$ cat config.mk
export PLATFORM = sky130hd
export DESIGN_NAME = dcache
export DESIGN_NICKNAME = d
export VERILOG_FILES = /design/src/rtl/dcache.sv
export SDC_FILE = /design/constraint.sdc
export NUM_CORES = 1
export LEC_CHECK = 0
export CELL_PAD_IN_SITES_DETAIL_PLACEMENT = 0
export CELL_PAD_IN_SITES_GLOBAL_PLACEMENT = 1
export CORE_MARGIN = 5
export CORE_UTILIZATION = 35
export DETAILED_ROUTE_END_ITERATION = 16
export GPL_TIMING_DRIVEN = 1
export PLACE_DENSITY_LB_ADDON = 0.1
export SYNTH_ARGS = -nofsm -noshare
export SYNTH_HDL_FRONTEND = slang
export SYNTH_SLANG_ARGS = --single-unit
$ cat constraint.sdc
create_clock -name CLK -period 7.8 [get_ports CLK]
set_input_delay 0.78 -clock CLK [delete_from_list [all_inputs] [get_ports CLK]]
set_output_delay 0.78 -clock CLK [all_outputs]
set_load 0.03 [all_outputs]
$ cat src/rtl/dcache.sv
// dcache: direct-mapped, write-back, write-allocate byte cache.
// 8 lines of 4 bytes; tag = ADDRESS[7:5], index = ADDRESS[4:2], offset = ADDRESS[1:0].
// Hits are served combinationally. Misses run an optional WRITEBACK of the dirty victim,
// then a FETCH of the requested block, and then return to IDLE where the held request hits.
module dcache (
    input  logic        CLK,
    input  logic        RESET,
    input  logic        READ,
    input  logic        WRITE,
    input  logic [7:0]  ADDRESS,
    input  logic [7:0]  WRITEDATA,
    output logic [7:0]  READDATA,
    output logic        BUSYWAIT,
    output logic        MEM_READ,
    output logic        MEM_WRITE,
    output logic [5:0]  MEM_ADDRESS,
    output logic [31:0] MEM_WRITEDATA,
    input  logic [31:0] MEM_READDATA,
    input  logic        MEM_BUSYWAIT
);

    typedef enum logic [1:0] {
        ST_IDLE,
        ST_WRITEBACK,
        ST_FETCH
    } state_t;

    state_t state_reg;
    logic   mem_read_reg;
    logic   mem_write_reg;

    // Address fields of the current CPU request
    logic [2:0] tag_in;
    logic [2:0] index;
    logic [1:0] offset;

    assign tag_in = ADDRESS[7:5];
    assign index  = ADDRESS[4:2];
    assign offset = ADDRESS[1:0];

    // Per-line storage gathered into vectors so the indexed line can be selected
    logic [7:0]  valid_vec;
    logic [7:0]  dirty_vec;
    logic [2:0]  tag_vec  [8];
    logic [31:0] data_vec [8];

    logic request;
    logic hit;
    logic write_hit_en;
    logic fill_en;

    assign request = READ | WRITE;
    assign hit     = valid_vec[index] && (tag_vec[index] == tag_in);

    // A write hit updates the line only while IDLE; a refill lands when memory finishes
    assign write_hit_en = (state_reg == ST_IDLE) && WRITE && hit;
    assign fill_en      = (state_reg == ST_FETCH) && !MEM_BUSYWAIT;

    genvar gi;
    generate
        for (gi = 0; gi < 8; gi++) begin : g_line
            logic        valid_reg;
            logic        dirty_reg;
            logic [2:0]  tag_reg;
            logic [31:0] data_reg;
            logic        sel;

            assign sel = (index == 3'(gi));

            // Line update: reset clears valid/dirty, refill loads a clean block, write hit patches a byte
            always_ff @(posedge CLK) begin
                if (RESET) begin
                    valid_reg <= 1'b0;
                    dirty_reg <= 1'b0;
                end else if (sel && fill_en) begin
                    valid_reg <= 1'b1;
                    dirty_reg <= 1'b0;
                    tag_reg   <= tag_in;
                    data_reg  <= MEM_READDATA;
                end else if (sel && write_hit_en) begin
                    dirty_reg <= 1'b1;
                    data_reg[{offset, 3'b000} +: 8] <= WRITEDATA;
                end
            end

            assign valid_vec[gi] = valid_reg;
            assign dirty_vec[gi] = dirty_reg;
            assign tag_vec[gi]   = tag_reg;
            assign data_vec[gi]  = data_reg;
        end
    endgenerate

    // Miss handling FSM; memory strobes are registered alongside the state they belong to
    always_ff @(posedge CLK) begin
        if (RESET) begin
            state_reg     <= ST_IDLE;
            mem_read_reg  <= 1'b0;
            mem_write_reg <= 1'b0;
        end else begin
            case (state_reg)
                ST_IDLE: begin
                    if (request && !hit) begin
                        if (valid_vec[index] && dirty_vec[index]) begin
                            state_reg     <= ST_WRITEBACK;
                            mem_write_reg <= 1'b1;
                        end else begin
                            state_reg     <= ST_FETCH;
                            mem_read_reg  <= 1'b1;
                        end
                    end
                end
                ST_WRITEBACK: begin
                    if (!MEM_BUSYWAIT) begin
                        state_reg     <= ST_FETCH;
                        mem_write_reg <= 1'b0;
                        mem_read_reg  <= 1'b1;
                    end
                end
                ST_FETCH: begin
                    if (!MEM_BUSYWAIT) begin
                        state_reg    <= ST_IDLE;
                        mem_read_reg <= 1'b0;
                    end
                end
                default: begin
                    state_reg     <= ST_IDLE;
                    mem_read_reg  <= 1'b0;
                    mem_write_reg <= 1'b0;
                end
            endcase
        end
    end

    assign MEM_READ      = mem_read_reg;
    assign MEM_WRITE     = mem_write_reg;
    // The victim's stored tag addresses the writeback; fetches use the request address
    assign MEM_ADDRESS   = (state_reg == ST_WRITEBACK) ? {tag_vec[index], index} : ADDRESS[7:2];
    assign MEM_WRITEDATA = data_vec[index];

    assign READDATA = data_vec[index][{offset, 3'b000} +: 8];
    assign BUSYWAIT = !RESET && request && ((state_reg != ST_IDLE) || !hit);

endmodule

* After elaboration in Yosys (flattened, before gate mapping) *
Index checks and enable logic that the tools add are counted.

cells by class
  add/sub/neg operators = 1
  multipliers = 0
  divide/modulo/power cells = 0
  $lt $le $gt $ge = 2
  equality and inequality tests = 15
  shift operators = 3
  mux-type cells = 48
  bitwise gates (word level) = 4
  reduce and logical (&&, ||, !) cells = 66

operators with widths
  cell                                                                    number
  32-bit two-way mux                                                      18
  32-bit bitwise mux                                                      8
  32-bit binary-select mux with 3-bit select                              1
  2-bit AND reduction                                                     16
  8-bit by 7-bit variable shift with 32-bit output, first input constant  1
  32-bit by 6-bit variable part select with 8-bit output                  1
  8-bit by 7-bit variable part select with 32-bit output                  1
  1-bit logical AND                                                       24
  2-bit nonzero test                                                      9
  2-bit OR reduction                                                      8
  3-bit equality test, second input constant                              4
  3-bit binary-select mux with 3-bit select                               1
  1-bit two-way mux                                                       8
  2-bit two-way mux                                                       4
  4-bit AND reduction                                                     2
  5-bit negation with 7-bit output                                        1
  1-bit binary-select mux with 3-bit select                               2
  3-bit by 2-bit equality test with 1-bit output, second input constant   2
  3-bit two-way mux                                                       2
  6-bit two-way mux                                                       1
  2-bit != test, second input constant                                    3
  1-bit one-hot mux with 3 select lines                                   2
  2-bit one-hot mux with 3 select lines                                   1
  4-bit greater-or-equal comparator, second input constant                1
  14 further kinds                                                        18

storage, ports and cells
  register bits = 300
  latch bits = 0
  RAM bits = 0
  bits in read-only memories = 0
  input port bits = 53
  output and inout bits = 49
  logic and storage cells = 174
  memories = 0

* Depth between registers and ports, before layout *
  word-level depth = 10
  mapped depth = 10
  mapped depth without buffers = 6

* Worst setup path before layout *
OpenSTA, ideal clock, no wires.

  path type = input to output
  start = input ADDRESS[2]
  end = output READDATA[0]
  arrival time = 2843 ps
  required time = 7020 ps
  setup slack = 4177 ps
  stages = 6
  path buffers = 3
  path through = buf_2 -> buf_6 -> buf_2 -> mux4_2 -> mux2_2 -> mux4_2

between the ends
  word-level cells in the longest chain between the ends = 5

ends and longest elaborated chain
  item                                                    line  RTL
  start, declared                                         10    input logic [7:0] ADDRESS,
  3-bit inverter with 4-bit output                        n/a
  32-bit binary-select mux with 3-bit select              n/a
  32-bit two-way mux (2 in a row)                         n/a
  named net MEM_WRITEDATA[0]                              17    output logic [31:0] MEM_WRITEDATA,
  32-bit by 6-bit variable part select with 8-bit output  140   assign READDATA = data_vec[index][{offset, 3'b000} +: 8];
  end, declared                                           12    output logic [7:0] READDATA,

The timed path passes the listed nets, and every way through them passes these cells. The select of a mux whose other input is x is not followed.

* Final worst setup path *
  start = input ADDRESS[2]
  end = output READDATA[1]

between the ends
  word-level cells in the longest chain between the ends = 5

ends and longest elaborated chain
  item                                                    line
  3-bit inverter with 4-bit output (implied by the code)  140
  32-bit binary-select mux with 3-bit select              140
  32-bit two-way mux (implied by the code) (2 in a row)   140
  32-bit by 6-bit variable part select with 8-bit output  140

Every way passes these cells. The select of a mux whose other input is x is not followed.

==> flow_summary.ini <==
[cells_and_area]
regArea_sq_mm = 0.00881
multi_input_area_sq_mm = 0.00575
final_cells = 1968
drive_gt1_frac = 0.159
fill_cells = 4032
area_growth_pct = 16.4
largest_reg_flops = 256
nets = 1418
antennaDiodeCount = 0

[place]
place_inst = 1908
place.detailed.hpwl_microns = 30700
port_buffers = 101
post-place-ws_ns = 2.57
place.gp.congestion = 0.772

[routing]
dr.first_iter.drc_count = 713
wl_per_cell_microns = 24.9
num_vias = 10388
drtPass1Iterations = 5
routed_wl_microns = 49100
drc = 0
via_per_inst = 5.28
final_antenna_net_count = 0

[synth]
synth-xor-area-share = 0
synth_area_leaders = edfxtp_1, mux4_2, o21ai_0, nand2_1, mux2_2
synth_cells = 1303
synth_edf_count = 280
synthSimpleGateAreaFrac = 0.116
synth_seq_area_share = 0.579
synth_largest_area_cell = edfxtp_1
synth_top_family_by_area = multiplexers
synth-compound-area-share = 0.109
syn_area_per_cell_sq_um = 11.7
yosys-mux-area-fraction = 0.145
synth_top_area_share = 0.552
synth_cell_types = 51
yosysWarnings = 0
synth_area_sq_mm = 0.0152
yosys.area_share.adder = 0.00329
ys_ff_latch = 300
synth_flop_cell = edfxtp_1
synth_fp_nets = 1360
postSynth.asyncResetShare = 0

[clock_tree]
clock_sinks = 300
clockRootBuffer = clkbuf_16
postCtsSetupBuffers = 0
htreeDepth = 2
holdBufCountCts = 0
clock_path_buffers = 3
cts_made_buffers = 36
clk_latency_ns = 0.53
clk_pin_slew_ns = 0.05
cts_tree = yes
cts_resized = 0

[floorplan]
fp.coreArea_sq_mm = 0.0431
rows = 76
die_h_microns = 219
start_util = 0.353
die_x_microns = 219
dieArea_sq_mm = 0.0478
ioPinCount = 102

[sta]
setup_viol = 0
rsz0062_at_grt = false
fin_crit_sh = 0.661
timing.hold.ws_ns = 0.459
worst_pin_slew_ns = 0.978
slew-limit-headroom = 0.344
fin_ws_ns = 2.64
hold_viol = 0
period_needed_ns = 5.16
skew_ns = 0.00940
clock.fmax_mhz = 194
tns_ns = 0
drv_slew = 0

[job]
maxCapViolations = 0

[critical_path]
start_kind = primary input
worstPathMaxFanout = 44
cp_slowest_cell = buf_4
cp_top_family = buffers and inverters
end_kind = output pin
worstPathRequired_ns = 7.02
slowest_delay_ns = 0.81
crit_type = primary input to output pin
cp_data_arrival_time_ns = 4.38
path_buf_inv = 3
worstPathCellList = buf_4 -> buf_4 -> mux4_2 -> mux2_2 -> mux4_2 -> clkdlybuf4s50_1

[run_status]
status = complete, no violations

[global_route]
grt_pass1_wl_microns = 71400
grt_pass1_vias = 10173
grt_usage = 0.206
grt_start_max_net_pins = 68
grt-ovfl-total = 0
antenna_found_initial = 1

[power_and_ir_drop]
fin_total_pwr_uw = 3610
leakage_uw = 0.00518
powerDensity_mw_per_mm2 = 204
irDropWorstVdd_mv = 0.136

[hold_path]
hold_path.class = register to register
==> final cells by class <==
type | count | share of cell area
multi-input combinational | 862 | 0.325
timing repair buffer | 144 | 0.0747
tap | 585 | 0.0413
clock buffer | 46 | 0.0542
clock inverter | 14 | 0.00459
sequential | 300 | 0.497
inverter | 17 | 0.00360
==> layout by cell type (no fill, tap or decap), drive strengths merged, types with 3 or more instances in the layout <==
master,instances
nand2,341
o21ai,297
edfxtp,280
clkdlybuf4s50,98
mux4,76
buf,46
clkbuf,46
mux2,39
nor2,33
dfxtp,20
inv,16
clkinv,14
and2,9
mux2i,6
nand4b,6
nand2b,5
nand3,5
nor3,5
a211oi,4
ha,4
nor2b,3
==> stage by stage <==
step / utilization / area (sq um)
global route: 0.411 / 17700
CTS: 0.411 / 17700
global placement: 0.387 / 16700
finish: 0.411 / 17700
detailed placement: 0.387 / 16700
floorplan: - / 15200
==> cells in the mapped netlist, types with 2 or more instances <==
| library cell | number |
|---|---|
| nand2_1 | 340 |
| o21ai_0 | 290 |
| edfxtp_1 | 280 |
| mux4_2 | 76 |
| clkbuf_1 | 53 |
| mux2_2 | 39 |
| buf_4 | 36 |
| nor2_1 | 33 |
| dfxtp_1 | 20 |
| buf_2 | 19 |
| inv_1 | 14 |
| buf_1 | 11 |
| and2_1 | 9 |
| o21ai_1 | 7 |
| mux2i_1 | 6 |
| buf_6 | 5 |
| nand2b_1 | 5 |
| nand3_1 | 5 |
| nand4b_1 | 5 |
| a211oi_1 | 4 |
| ha_1 | 4 |
| nor3_1 | 4 |
| nor2b_1 | 3 |
| a21o_1 | 2 |
| a21oi_1 | 2 |
| a22o_1 | 2 |
| inv_2 | 2 |
| nand3b_1 | 2 |
| nor3b_1 | 2 |
| o21a_1 | 2 |
==> final timing paths <==
check	startpoint	to	slack, ns	cells after the start
setup / recovery	ADDRESS[2]	READDATA[1]	2.64	6
hold / removal	g_line[1].dirty_reg	g_line[1].dirty_reg	0.46	2
setup reg to reg	state_reg[0]	g_line[2].data_reg[19]	4.67	6
hold reg to reg	g_line[1].dirty_reg	g_line[1].dirty_reg	0.46	2
==> cell families (layout without fill, tap and decap cells) <==
group	after synthesis	count (layout)
compound gates	318	318
fa+ha+maj	4	4
buf+inv	141	221
flops	300	300
mux	121	121
simple gates	419	419
==> tightest hold or removal path: stages (launching register included) <==
cell and delay, ns:
dfxtp_1 0.31, inv_1 0.05, a211oi_1 0.05
==> per-layer routing <==
metal / GRT usage / up-vias / wire length (microns)
met3: 0.0349 / 60 / 3060
li1: - / 4871 / -
met4: 0.0475 / 0 / 871
met2: 0.339 / 322 / 23500
met5: 0 / - / 0
met1: 0.287 / 5135 / 21600
==> where the power goes <==
part | internal (uW) | leakage [uW] | switching, uW
sequential | 1760 | 0.00232 | 4.06
clock | 893 | 0.000506 | 655
combinational | 113 | 0.00236 | 186
Power figures use the tool's default switching activity.
